**config.mk**
```make
export PLATFORM = sky130hd
export DESIGN_NAME = io_input_cond
export DESIGN_NICKNAME = d
export VERILOG_FILES = /design/src/rtl/io_input_cond.sv
export SDC_FILE = /design/constraint.sdc
export NUM_CORES = 1
export LEC_CHECK = 0
export ABC_AREA = 0
export CAP_MARGIN = 15
export CORE_UTILIZATION = 35
export CTS_BUF_LIST = sky130_fd_sc_hd__clkbuf_8
export DETAILED_ROUTE_END_ITERATION = 16
export PLACE_DENSITY = 0.56
export SYNTH_ARGS = -nofsm -noshare
export SYNTH_HDL_FRONTEND = slang
export SYNTH_SLANG_ARGS = --single-unit
export TNS_END_PERCENT = 50
```
**constraint.sdc**
```tcl
create_clock -name i_clk -period 2.2 [get_ports i_clk]
set_input_delay 0.44 -clock i_clk [delete_from_list [all_inputs] [get_ports i_clk]]
set_output_delay 0.44 -clock i_clk [all_outputs]
set_load 0.02 [all_outputs]
```
**src/rtl/io_input_cond.sv**
```systemverilog
// Board input conditioner: 2-flop synchronizers, per-button debounce, press pulses
// and write-one-to-clear sticky flags. Optional press interrupt via IO_IRQ_EN.
module io_input_cond #(
  parameter int unsigned NUM_SW          = 32,
  parameter int unsigned NUM_BTN         = 4,
  parameter int unsigned DEBOUNCE_CYCLES = 500000,
  parameter int unsigned BTN_ACTIVE_LOW  = 0
) (
  input  logic               i_clk,
  input  logic               i_rst_n,
  input  logic [NUM_SW-1:0]  i_io_sw,
  input  logic [NUM_BTN-1:0] i_io_btn,
  output logic [NUM_SW-1:0]  o_sw,
  output logic [NUM_BTN-1:0] o_btn_level,
  output logic [NUM_BTN-1:0] o_btn_press,
  output logic [NUM_BTN-1:0] o_btn_sticky,
  input  logic               i_clr_we,
  input  logic [NUM_BTN-1:0] i_clr_mask
`ifdef IO_IRQ_EN
  ,
  output logic               o_irq
`endif
);

  localparam int unsigned        CW      = $clog2(DEBOUNCE_CYCLES + 1);
  localparam logic [CW-1:0]      CNT_MAX = CW'(DEBOUNCE_CYCLES - 1);
  localparam logic [NUM_BTN-1:0] BTN_INV = (BTN_ACTIVE_LOW != 0) ? '1 : '0;

  logic [NUM_SW-1:0]           r_sw_s1;
  logic [NUM_SW-1:0]           r_sw_s2;
  logic [NUM_BTN-1:0]          r_btn_s1;
  logic [NUM_BTN-1:0]          r_btn_s2;
  logic [NUM_BTN-1:0][CW-1:0]  r_cnt;
  logic [NUM_BTN-1:0]          r_level;
  logic [NUM_BTN-1:0]          r_press;
  logic [NUM_BTN-1:0]          r_sticky;

  logic [NUM_BTN-1:0]          w_b;
  logic [NUM_BTN-1:0][CW-1:0]  w_cnt_nxt;
  logic [NUM_BTN-1:0]          w_level_nxt;
  logic [NUM_BTN-1:0]          w_press_nxt;
  logic [NUM_BTN-1:0]          w_clr;
  logic [NUM_BTN-1:0]          w_sticky_nxt;

  always_ff @(posedge i_clk or negedge i_rst_n) begin
    if (!i_rst_n) begin
      r_sw_s1  <= '0;
      r_sw_s2  <= '0;
      r_btn_s1 <= '0;
      r_btn_s2 <= '0;
    end else begin
      r_sw_s1  <= i_io_sw;
      r_sw_s2  <= r_sw_s1;
      r_btn_s1 <= i_io_btn;
      r_btn_s2 <= r_btn_s1;
    end
  end

  // Press and sticky are computed from the next level so they rise with it.
  always_comb begin
    w_b         = r_btn_s2 ^ BTN_INV;
    w_cnt_nxt   = '0;
    w_level_nxt = r_level;
    for (int unsigned i = 0; i < NUM_BTN; i++) begin
      if (w_b[i] != r_level[i]) begin
        if (r_cnt[i] == CNT_MAX) begin
          w_level_nxt[i] = w_b[i];
        end else begin
          w_cnt_nxt[i] = r_cnt[i] + CW'(1);
        end
      end
    end
    w_press_nxt  = w_level_nxt & ~r_level;
    w_clr        = i_clr_we ? i_clr_mask : '0;
    w_sticky_nxt = (r_sticky & ~w_clr) | w_press_nxt;
  end

  always_ff @(posedge i_clk or negedge i_rst_n) begin
    if (!i_rst_n) begin
      r_cnt    <= '0;
      r_level  <= '0;
      r_press  <= '0;
      r_sticky <= '0;
    end else begin
      r_cnt    <= w_cnt_nxt;
      r_level  <= w_level_nxt;
      r_press  <= w_press_nxt;
      r_sticky <= w_sticky_nxt;
    end
  end

  assign o_sw         = r_sw_s2;
  assign o_btn_level  = r_level;
  assign o_btn_press  = r_press;
  assign o_btn_sticky = r_sticky;

`ifdef IO_IRQ_EN
  logic r_irq;

  always_ff @(posedge i_clk or negedge i_rst_n) begin
    if (!i_rst_n) begin
      r_irq <= 1'b0;
    end else begin
      r_irq <= |r_sticky;
    end
  end

  assign o_irq = r_irq;
`endif

endmodule

```
# Yosys cells after proc, flatten, opt, wreduce, memory -nomap -nowiden

Cells that the tools add are included.

Bits in registers: 160
Input bits: 43
Output and inout port bits: 44
Word-level logic and storage cells: 45

$add $sub $neg: 4
Equal/unequal tests: 8
Multiplexer cells: 17
Bitwise logic cells: 5

Operators with widths:

| cell                                           | number |
|---|---|
| two-way mux 19 bit                             | 8 |
| adder 19 x 1 -> 19 bit (second input constant) | 4 |
| equality test 19 bit (second input constant)   | 4 |
| bitwise AND 4 bit                              | 2 |
| two-way mux 1 bit                              | 8 |
| inverter 4 bit                                 | 2 |
| two-way mux 4 bit                              | 1 |
| != test 1 bit                                  | 4 |
| OR 4 bit                                       | 1 |

# Depth between registers and ports, before layout

Depth after elaboration: 5
Depth in mapped cells: 6
Gate-level depth less buffers: 5

# Worst setup path after synthesis

No wires, ideal clock.

Path type: reg2reg
Start: reg r_cnt[38] (netlist name)
End: reg r_cnt[56] (netlist name)
Data arrival time: 1.811 ns
Data required time: 2.120 ns
Slack: 0.309 ns
Cell stages (with the launch flop): 6
Buffers on the path: 0
Period minus slack after synthesis: 1.891 ns
Cells stage by stage: dfrtp_1 > ha_1 > nand4_4 > or4_4 > or3_1 > a21oi_1

RTL lines:

| element                  | line | RTL |
|---|---|---|
| start: declaration       | 33   | `logic [NUM_BTN-1:0][CW-1:0] r_cnt;` |
| start signal: assignment | 85   | `r_cnt <= w_cnt_nxt;` |

==> key figures <==
Finish
  • Most frequent cells in the layout: 160 x dfrtp_1, 85 x clkdlybuf4s50_1, 76 x nor2_1, 47 x xnor2_1, 26 x nand3_1
  • NumNets Final: 669
  • Commonest non-fill, non-tap cell in the layout: dfrtp_1
  • Area growth, synth to finish: 28.0%
  • Layout cell share with drive strength beyond 1: 9.92%

Setup path
  • R2R cell count: 5
  • Worst EP required: 2580 ps
  • Element type at the critical path start: register
  • Reg2Reg Setup Slack: 170 ps
  • Crit Reg-Reg Startpoint: r_cnt[0]
  • Worst path cell trace: ha_1 > nand3_1 > or4_1 > or3_1 > a21oi_1
  • R2R Path End: r_cnt[16]
  • Worst setup path class: reg -> reg
  • Critical Path Sink Type: register
  • Buffers and inverters on the worst path: 0
  • Worst EP arrival: 2410 ps
  • Max incr delay on CP: 630 ps
  • Worst path slowest cell: or4_1
  • Crit-path leading delay family: simple AND/OR/NAND/NOR gates
  • Maximum fanout along the worst path: 6

Place
  • Place WS: 205 ps
  • Buffers added on ports: 86
  • RD Place Congestion: 0.818
  • Dpl hpwl: 8.34 mm

Timing
  • RSZ-0062 raised after global routing: no
  • Period utilisation layout: 92.2%
  • Fmax achieved: 493 MHz
  • Setup tns final: 0 ps
  • Final worst setup slack: 172 ps
  • Slew HR: 61.8%
  • Period minus WS final: 2030 ps
  • Fin. max-slew vios: 0
  • Hold Fails Final Rpt: 0
  • Final hold slack: 353 ps
  • Setup Skew: 12.0 ps
  • Worst-Margin Slew: 568 ps
  • Setup violations, final: 0

Clocking
  • CTS sink count: 160
  • CTS buffer count: 17
  • Worst-skew pair later-pin latency: 460 ps
  • Hold Buf Count CTS: 1
  • Max Root-Sink Buffers: 2
  • CTS tree: built
  • Post-CTS Resized: 0
  • Clock slew at reported path FFs: 100 ps
  • Root Driver: clkbuf_8
  • # H-tree levels: 4
  • Setup Buffers After CTS: 0

Logic synthesis
  • Synth Register Bits: 160
  • Synth unique cells: 45
  • Syn Inst Count: 509
  • Yosys warns: 0
  • Average cell area after synthesis: 12.0 µm²
  • Syn Std Cell Area: 6130 µm²
  • Fraction of registers with async set or reset after synthesis: 100%
  • Synth Flop Type: dfrtp_1
  • Register area share after synthesis: 65.3%
  • Syn Nets: 556
  • Post-synth EDFFs: 0

Drt
  • 1st-iter DRT viols: 195
  • First-pass iteration count of the detailed router: 4
  • Routed WL per cell: 13.7 µm
  • DR vias: 4023
  • Final WL: 11.8 mm
  • Residual DRC count: 0
  • Via density: 4.67
  • Post-DRT Antenna Nets: 0

Floorplanning
  • Rows: 48
  • Die height: 134 µm
  • DIE AREA: 18100 µm²
  • Core Region: 17200 µm²
  • Die W: 134 µm
  • Initial core utilization: 35.7%
  • # IOs: 87

Power
  • Pleak: 3.20 nW
  • Pwr per Cell Area: 733 nW/µm²
  • Peak VDD IR: 0.000511 V

Min path
  • Class of the tightest hold or removal check: reg -> reg
  • Worst hold start: r_sw_s1[21]
  • Sink of the worst hold path: o_sw[21]
  • WHS Path Cells: 0

Run status
  • Outcome: finished, final reports clean

GRT
  • Antenna violations before repair: 0
  • Vias in the first global route: 4186
  • Largest net degree at the start of global routing: 50
  • First-pass GRT wire length: 20.6 mm
  • Total track usage: 14.8%
  • Gr ovfl total: 0

Job
  • Max-cap violations: 0
## cells in the mapped netlist, types with 2 or more instances
cell type | number | area, µm²
nor4_2 | 2 | 25.0
or4_1 | 4 | 30.0
o31ai_1 | 2 | 15.0
xor2_1 | 13 | 114
nor2_1 | 76 | 285
nor3_1 | 16 | 80.1
o21ai_0 | 6 | 30.0
ha_1 | 4 | 50.1
nor4bb_1 | 3 | 30.0
and2_1 | 3 | 18.8
nand2_1 | 24 | 90.1
nand4_1 | 19 | 119
nor4_1 | 20 | 125
o21ai_1 | 2 | 10.0
and4b_1 | 2 | 20.0
dfrtp_1 | 160 | 4000
xnor2_1 | 47 | 412
or3_1 | 6 | 37.5
or2_1 | 2 | 12.5
mux2i_1 | 2 | 20.0
a21oi_1 | 11 | 55.1
nor4b_1 | 4 | 35.0
clkbuf_1 | 4 | 15.0
inv_1 | 20 | 75.1
buf_2 | 4 | 20.0
nand3_1 | 26 | 130
a32o_1 | 2 | 20.0
mux2_2 | 3 | 33.8
and3_1 | 5 | 31.3
or4_4 | 2 | 22.5
## registers in the layout, indices dropped and copies added (netlist names)
signal        flops
o_btn_level       4
o_btn_press       4
o_btn_sticky      4
o_sw             32
r_btn_s1          4
r_btn_s2          4
r_cnt            76
r_sw_s1          32
## cell families after synthesis
| kind of cell | share of synthesized area (%) |
|---|---|
| multiplexers | 1.12 |
| flip-flops | 65.3 |
| XOR/XNOR | 8.57 |
| adder cells (fa/ha/maj) | 0.816 |
| AO/OA/AOI/OAI | 3.10 |
| AND/OR/NAND/NOR | 19.3 |
| buffers and inverters | 1.80 |
## report_power, final
part | total (mW) | leakage [nW] | switching, mW | internal, mW
clock | 2.37 | 0.228 | 1.18 | 1.18
sequential | 3.06 | 2.06 | 0.0415 | 3.02
combinational | 0.323 | 0.909 | 0.165 | 0.158
total | 5.75 | 3.20 | 1.39 | 4.36
## area by class of cell
class | count | area, µm²
Tap cell | 225 | 282
Clock buffer | 17 | 234
Timing Repair Buffer | 102 | 1020
Multi-Input combinational cell | 321 | 2020
Clock inverter | 15 | 211
Fill cell | 1593 | 9330
Sequential cell | 160 | 4000
Inverter | 20 | 75.1
Antenna cell | 1 | 2.50
## worst reg2reg max path: cells and delay by family, from the launching register on
kind                       cells  cell delay [ps]
adders and majority gates      1              220
and+or+nand+nor                3             1160
AOI/OAI and AO/OA              1              170
DFF                            1              410
## per-layer routing
| metal | global-route usage, % | up-vias | wire length [µm] | part of all wire [%] |
|---|---|---|---|---|
| li1 | - | 1988 | - | - |
| met5 | 0 | - | 0 | 0 |
| met3 | 6.65 | 11 | 946 | 8.0 |
| met4 | 6.12 | 0 | 137 | 1.2 |
| met1 | 18.6 | 1927 | 5420 | 46 |
| met2 | 22.2 | 97 | 5320 | 45 |
## how the worst max path moves through the flow
stage	endpoint	depth (start not counted)	slack, ps	startpoint
after floorplan	r_cnt[56]	5	310	r_cnt[38]
after global placement	r_cnt[56]	5	240	r_cnt[38]
after detailed placement	r_cnt[56]	5	200	r_cnt[38]
after CTS	r_cnt[16]	5	170	r_cnt[0]
after global routing	r_cnt[16]	5	60	r_cnt[0]
final	r_cnt[16]	5	170	r_cnt[0]
## stage by stage
stage	cells	total power, mW	utilization [%]	cell area [µm²]
6_report	861	5.75	45.7	7850
3_3_place_gp	827	3.45	43.0	7390
5_1_grt	860	6.04	45.7	7850
4_1_cts	860	5.88	45.7	7850
2_1_floorplan	509	3.21	-	6130
3_5_place_dp	827	3.45	43.0	7390
Power figures use the tool's default switching activity.
